[src/rtl/tl45_pipe_ctrl.sv]
// Pipeline control for the tl45 core: turns load-use hazards, memory back-pressure,
// taken control transfers and decode errors into fetch/decode stall, flush and execute-bubble controls.
module tl45_pipe_ctrl #(
  parameter int unsigned FLUSH_CYCLES = 2
) (
  input  logic        i_clk,
  input  logic        i_reset_n,
  input  logic        i_dec_valid,
  input  logic [3:0]  i_dec_sr1,
  input  logic [3:0]  i_dec_sr2,
  input  logic        i_ex_valid,
  input  logic [4:0]  i_ex_opcode,
  input  logic [3:0]  i_ex_dr,
  input  logic        i_mem_busy,
  input  logic        i_br_taken,
  input  logic        i_decode_err,
  input  logic [31:0] i_dec_pc,
  output logic        o_stall_fetch,
  output logic        o_stall_decode,
  output logic        o_flush_decode,
  output logic        o_bubble_ex,
  output logic        o_halted,
  output logic [31:0] o_err_pc,
  output logic [15:0] o_stall_count,
  output logic [1:0]  o_dbg_state
);

  // Handshake note: this block has no valid/ready pairs of its own; stalls are
  // level signals meaning "hold your register this cycle", flush means "load empty".

  typedef enum logic [1:0] {
    ST_RUN   = 2'd0,
    ST_FLUSH = 2'd1,
    ST_HALT  = 2'd2
  } state_t;

  localparam logic [4:0] OP_LW        = 5'h14;
  localparam logic [3:0] FLUSH_RELOAD = 4'(FLUSH_CYCLES - 1);
  localparam bit         MULTI_FLUSH  = (FLUSH_CYCLES > 1);

  state_t      state_q, state_d;
  logic [3:0]  cnt_q, cnt_d;
  logic [31:0] err_pc_q, err_pc_d;
  logic [15:0] stall_cnt_q;

  logic load_use;
  logic stall_fetch, stall_decode, flush_decode, bubble_ex, halted;

  assign load_use = i_ex_valid && (i_ex_opcode == OP_LW) && (i_ex_dr != 4'd0) &&
                    i_dec_valid && ((i_ex_dr == i_dec_sr1) || (i_ex_dr == i_dec_sr2));

  always_ff @(posedge i_clk or negedge i_reset_n) begin
    if (!i_reset_n) begin
      state_q  <= ST_RUN;
      cnt_q    <= 4'd0;
      err_pc_q <= 32'd0;
    end else begin
      state_q  <= state_d;
      cnt_q    <= cnt_d;
      err_pc_q <= err_pc_d;
    end
  end

  always_comb begin
    state_d      = state_q;
    cnt_d        = cnt_q;
    err_pc_d     = err_pc_q;
    stall_fetch  = 1'b0;
    stall_decode = 1'b0;
    flush_decode = 1'b0;
    bubble_ex    = 1'b0;
    halted       = 1'b0;
    case (state_q)
      ST_RUN: begin
        if (i_br_taken) begin
          flush_decode = 1'b1;
          if (MULTI_FLUSH) begin
            state_d = ST_FLUSH;
            cnt_d   = FLUSH_RELOAD;
          end
        end else if (i_decode_err) begin
          state_d      = ST_HALT;
          err_pc_d     = i_dec_pc;
          stall_fetch  = 1'b1;
          stall_decode = 1'b1;
        end else if (i_mem_busy) begin
          // Execute holds as well, so no bubble is inserted under back-pressure.
          stall_fetch  = 1'b1;
          stall_decode = 1'b1;
        end else if (load_use) begin
          stall_fetch  = 1'b1;
          stall_decode = 1'b1;
          bubble_ex    = 1'b1;
        end
      end
      ST_FLUSH: begin
        // Wrong-path decode errors are dropped while flushing.
        flush_decode = 1'b1;
        if (i_br_taken) begin
          cnt_d = FLUSH_RELOAD;
        end else if (!i_mem_busy) begin
          if (cnt_q <= 4'd1) begin
            state_d = ST_RUN;
            cnt_d   = 4'd0;
          end else begin
            cnt_d = cnt_q - 4'd1;
          end
        end
      end
      ST_HALT: begin
        halted       = 1'b1;
        stall_fetch  = 1'b1;
        stall_decode = 1'b1;
      end
      default: begin
        state_d = ST_RUN;
        cnt_d   = 4'd0;
      end
    endcase
  end

  // Outputs are forced low for as long as reset is held, independent of inputs.
  assign o_stall_fetch  = i_reset_n & stall_fetch;
  assign o_stall_decode = i_reset_n & stall_decode;
  assign o_flush_decode = i_reset_n & flush_decode;
  assign o_bubble_ex    = i_reset_n & bubble_ex;
  assign o_halted       = i_reset_n & halted;
  assign o_err_pc       = err_pc_q;
  assign o_stall_count  = stall_cnt_q;
  assign o_dbg_state    = state_q;

  always_ff @(posedge i_clk or negedge i_reset_n) begin
    if (!i_reset_n) begin
      stall_cnt_q <= 16'd0;
    end else if (o_stall_decode && (stall_cnt_q != 16'hFFFF)) begin
      stall_cnt_q <= stall_cnt_q + 16'd1;
    end
  end

endmodule

[config.mk]
export PLATFORM = sky130hd
export DESIGN_NAME = tl45_pipe_ctrl
export DESIGN_NICKNAME = d
export VERILOG_FILES = /design/src/rtl/tl45_pipe_ctrl.sv
export SDC_FILE = /design/constraint.sdc
export NUM_CORES = 1
export LEC_CHECK = 0
export ABC_AREA = 1
export BUFFER_PORTS_ARGS = -buffer_cell sky130_fd_sc_hd__buf_4
export CELL_PAD_IN_SITES_DETAIL_PLACEMENT = 0
export CELL_PAD_IN_SITES_GLOBAL_PLACEMENT = 1
export CORE_MARGIN = 8
export CORE_UTILIZATION = 36
export CTS_CLUSTER_SIZE = 10
export DETAILED_ROUTE_END_ITERATION = 6
export GPL_TIMING_DRIVEN = 0
export PLACE_DENSITY_LB_ADDON = 0.1
export RECOVER_POWER = 25
export SYNTH_ARGS = -nofsm -noshare
export SYNTH_HDL_FRONTEND = slang
export SYNTH_SLANG_ARGS = --single-unit
export TNS_END_PERCENT = 50
[constraint.sdc]
create_clock -name i_clk -period 2.17 [get_ports i_clk]
set_clock_uncertainty 0.2 [all_clocks]
set_input_delay 0.217 -clock i_clk [delete_from_list [all_inputs] [get_ports i_clk]]
set_output_delay 0.217 -clock i_clk [all_outputs]
set_load 0.01 [all_outputs]
==> reports/metrics.csv <==
stage,metric,value,unit
run_status,status,"complete, but fails checks",
run_status,violations,negative hold slack,
synthesis,syn_avg_cell_area,8.99,µm²
min_path,hold_class,input pin to async pin,
clock_tree,clk_latency,0.31,ns
floorplanning,die_h,106,µm
layout,multi_input_area,1370,µm²
detailed_routing,dr.pass1.iters,4,
worst_setup_path,cp.required,1.75,ns
clock_tree,cts_max_level,2,
layout,final_util,0.555,
power_and_ir_drop,p_leak,2.24,nW
clock_tree,cts_tree,done,
detailed_routing,drc,0,
timing,setup_viol,0,
worst_setup_path,start_kind,input pin,
floorplanning,std_cell_rows,32,
clock_tree,cts_root_buf,clkbuf_8,
global_routing,grt_use_total,0.149,
timing,worst_slack,0.129,ns
layout,drive_gt1_frac,0.368,
placement,gp_congestion,0.796,
power_and_ir_drop,power,0.00413,W
clock_tree,path_clk_slew,0.10,ns
floorplanning,die_x,106,µm
detailed_routing,wirelength,8.17,mm
detailed_routing,dr_total_vias,2706,
clock_tree,cts_sinks,54,
layout,final_cell_mix,"111 x buf_4, 97 x nand2_1, 54 x dfrtp_1, 34 x inv_1, 33 x dlygate4sd3_1",
worst_setup_path,crit_type,input pin to output port,
floorplanning,coreArea,7770,µm²
timing,rsz0062_at_grt,no,
worst_setup_path,crit_arrival,1.62,ns
floorplanning,io_pins,111,
worst_setup_path,cp_max_fo,3,
floorplanning,dieArea,11100,µm²
layout,n_fill_cell,739,
layout,final_common_cell,buf_4,
timing,fin_tns_setup,0,ns
timing,fin_hold_ws,-0.357,ns
worst_setup_path,worstPathCellList,"dlygate4sd3_1, buf_4, nor2_2, nor2_2, nor2_4, a21boi_2, buf_4, buf_4",
floorplanning,initial_core_util,0.372,
detailed_routing,viasPerCell,4.71,
power_and_ir_drop,peakVddDrop,0.000454,V
global_routing,overflow,0,
clock_tree,hold_buffers,33,
detailed_routing,drtIter0Drc,94,
placement,dp_hpwl,6.05,mm
timing,fin_crit,2.04,ns
synthesis,syn_area,2890,µm²
detailed_routing,antenna_left,0,
worst_setup_path,cp_slowest_stage_delay,0.54,ns
synthesis,seq_area_frac_synth,0.468,
global_routing,antenna_found_initial,0,
placement,port_buffers,110,
placement,placement.setup.worst_slack,-0.230,ns
layout,syn_to_final_growth,49.5,%
clock_tree,cts_buffers,5,
worst_setup_path,cp_common_cell,buf_4,
worst_setup_path,slowest_stage,dlygate4sd3_1,
layout,fin_nets,531,
timing,period_share,0.941,
job,drv_cap,0,
worst_setup_path,crit_path_end_kind,output port,
synthesis,synthCells,321,
clock_tree,cts_max_path_buffers,2,
timing,fmax,490,MHz
synthesis,ys.warnings.count,0,
layout,diodes,0,
power_and_ir_drop,p_per_area,956,nW/µm²
timing,slew_headroom,0.653,
global_routing,grt_pass1_wl,13.7,mm
synthesis,syn-num-nets,380,
synthesis,yosysUniqueCellTypes,31,
detailed_routing,drt-wirelength-per-cell,14.2,µm
global_routing,grt_start_max_net_pins,56,
global_routing,grt_pass1_vias,2830,
synthesis,synth_seq_cells,54,
layout,regArea,1350,µm²
timing,worst_pin_slew,0.520,ns
timing,maxSlewViolCount,0,
timing,hold_viol_final,54,
==> worst paths after layout <==
| path | from | end | slack (ns) | cells past startpoint |
|---|---|---|---|---|
| worst min register to register | cnt_q[2]$_DFFE_PN0P_ | cnt_q[2]$_DFFE_PN0P_ | 0.29 | 1 |
| worst min-delay path | i_reset_n | o_stall_count[9]$_DFFE_PN0P_ | -0.36 | 1 |
| max in group asynchronous | i_reset_n | o_err_pc[17]$_DFFE_PN0P_ | 1.76 | 1 |
| worst max register to register | o_stall_count[0]$_DFFE_PN0P_ | o_stall_count[11]$_DFFE_PN0P_ | 0.17 | 7 |
| worst max-delay path | i_br_taken | o_stall_fetch | 0.13 | 8 |
| min in group i_clk | i_mem_busy | o_dbg_state[0]$_DFFE_PN0P_ | 0.10 | 4 |
==> sequential cells by signal, indices dropped and copies added, names as in the netlist <==
signal / cells
cnt_q: 4
o_err_pc: 32
o_stall_count: 16
o_dbg_state: 2
==> power breakdown <==
| part | switching, W | internal, W | leakage, nW |
|---|---|---|---|
| clock network | 0.000350 | 0.000380 | 0.0618 |
| registers | 0.000248 | 0.00138 | 0.678 |
| logic | 0.000801 | 0.000968 | 1.50 |
==> per-stage QoR <==
step / cell area [µm²] / std cells
2_1_floorplan: 2890 / 321
3_3_place_gp: 3840 / 533
3_5_place_dp: 3840 / 533
4_1_cts: 4300 / 575
5_1_grt: 4310 / 575
6_report: 4310 / 575
==> worst max-delay path: cells and delay by family <==
family / cells / cell delay [ns]
buf+inv: 4 / 0.91
simple gates: 3 / 0.31
compound gates: 1 / 0.18
==> synth_stat cells (all sizes together) <==
cell type	instances	area, µm²
dfrtp	54	1350
xor2	6	52.6
or2	1	6.26
nand4	24	165
ha	3	37.5
a21boi	1	7.51
xnor2	4	35.0
a21oi	2	10.0
inv	35	131
o21ai	3	15.0
o31ai	1	7.51
nor3	7	51.3
nand2	98	375
mux2	32	360
nand3	10	75.1
nor4	1	6.26
a31oi	1	6.26
buf	8	48.8
nor2	29	135
a211o	1	8.76
==> layer usage <==
layer | track usage | part of all wire | vias to the layer above
li1 | - | - | 1348
met1 | 0.171 | 0.41 | 1294
met2 | 0.264 | 0.53 | 55
met3 | 0.0408 | 0.044 | 9
met4 | 0.0422 | 0.013 | 0
met5 | 0 | 0 | -
==> area by class of cell <==
type                       count  area share
buffer                         8      0.0113
clock buffer                   6      0.0191
clock inverter                 2     0.00899
inverter                      35      0.0305
multi-input combinational    224       0.317
sequential                    54       0.313
tap                          102      0.0296
timing repair buffer         144       0.271
==> repair_timing <==
| action | in CTS | in global routing |
|---|---|---|
| resized for setup | 2 | 4 |
| gates cloned | 0 | 0 |
| setup endpoints to repair | 2 | 12 |
| buffers inserted | 1 | 0 |
| endpoints found under the hold margin | 87 | 54 |
| pin swaps | 1 | 0 |
==> kinds of logic after synthesis <==
logic type | count (synthesis) | share of synthesized area
AND/OR/NAND/NOR | 170 | 0.282
flip-flops | 54 | 0.468
buffers and inverters | 43 | 0.0624
multiplexers | 32 | 0.125
XOR/XNOR | 10 | 0.0303
AO/OA/AOI/OAI | 9 | 0.0191
adder cells (fa/ha/maj) | 3 | 0.0130
Note: power is estimated with default switching activity, not from simulation.
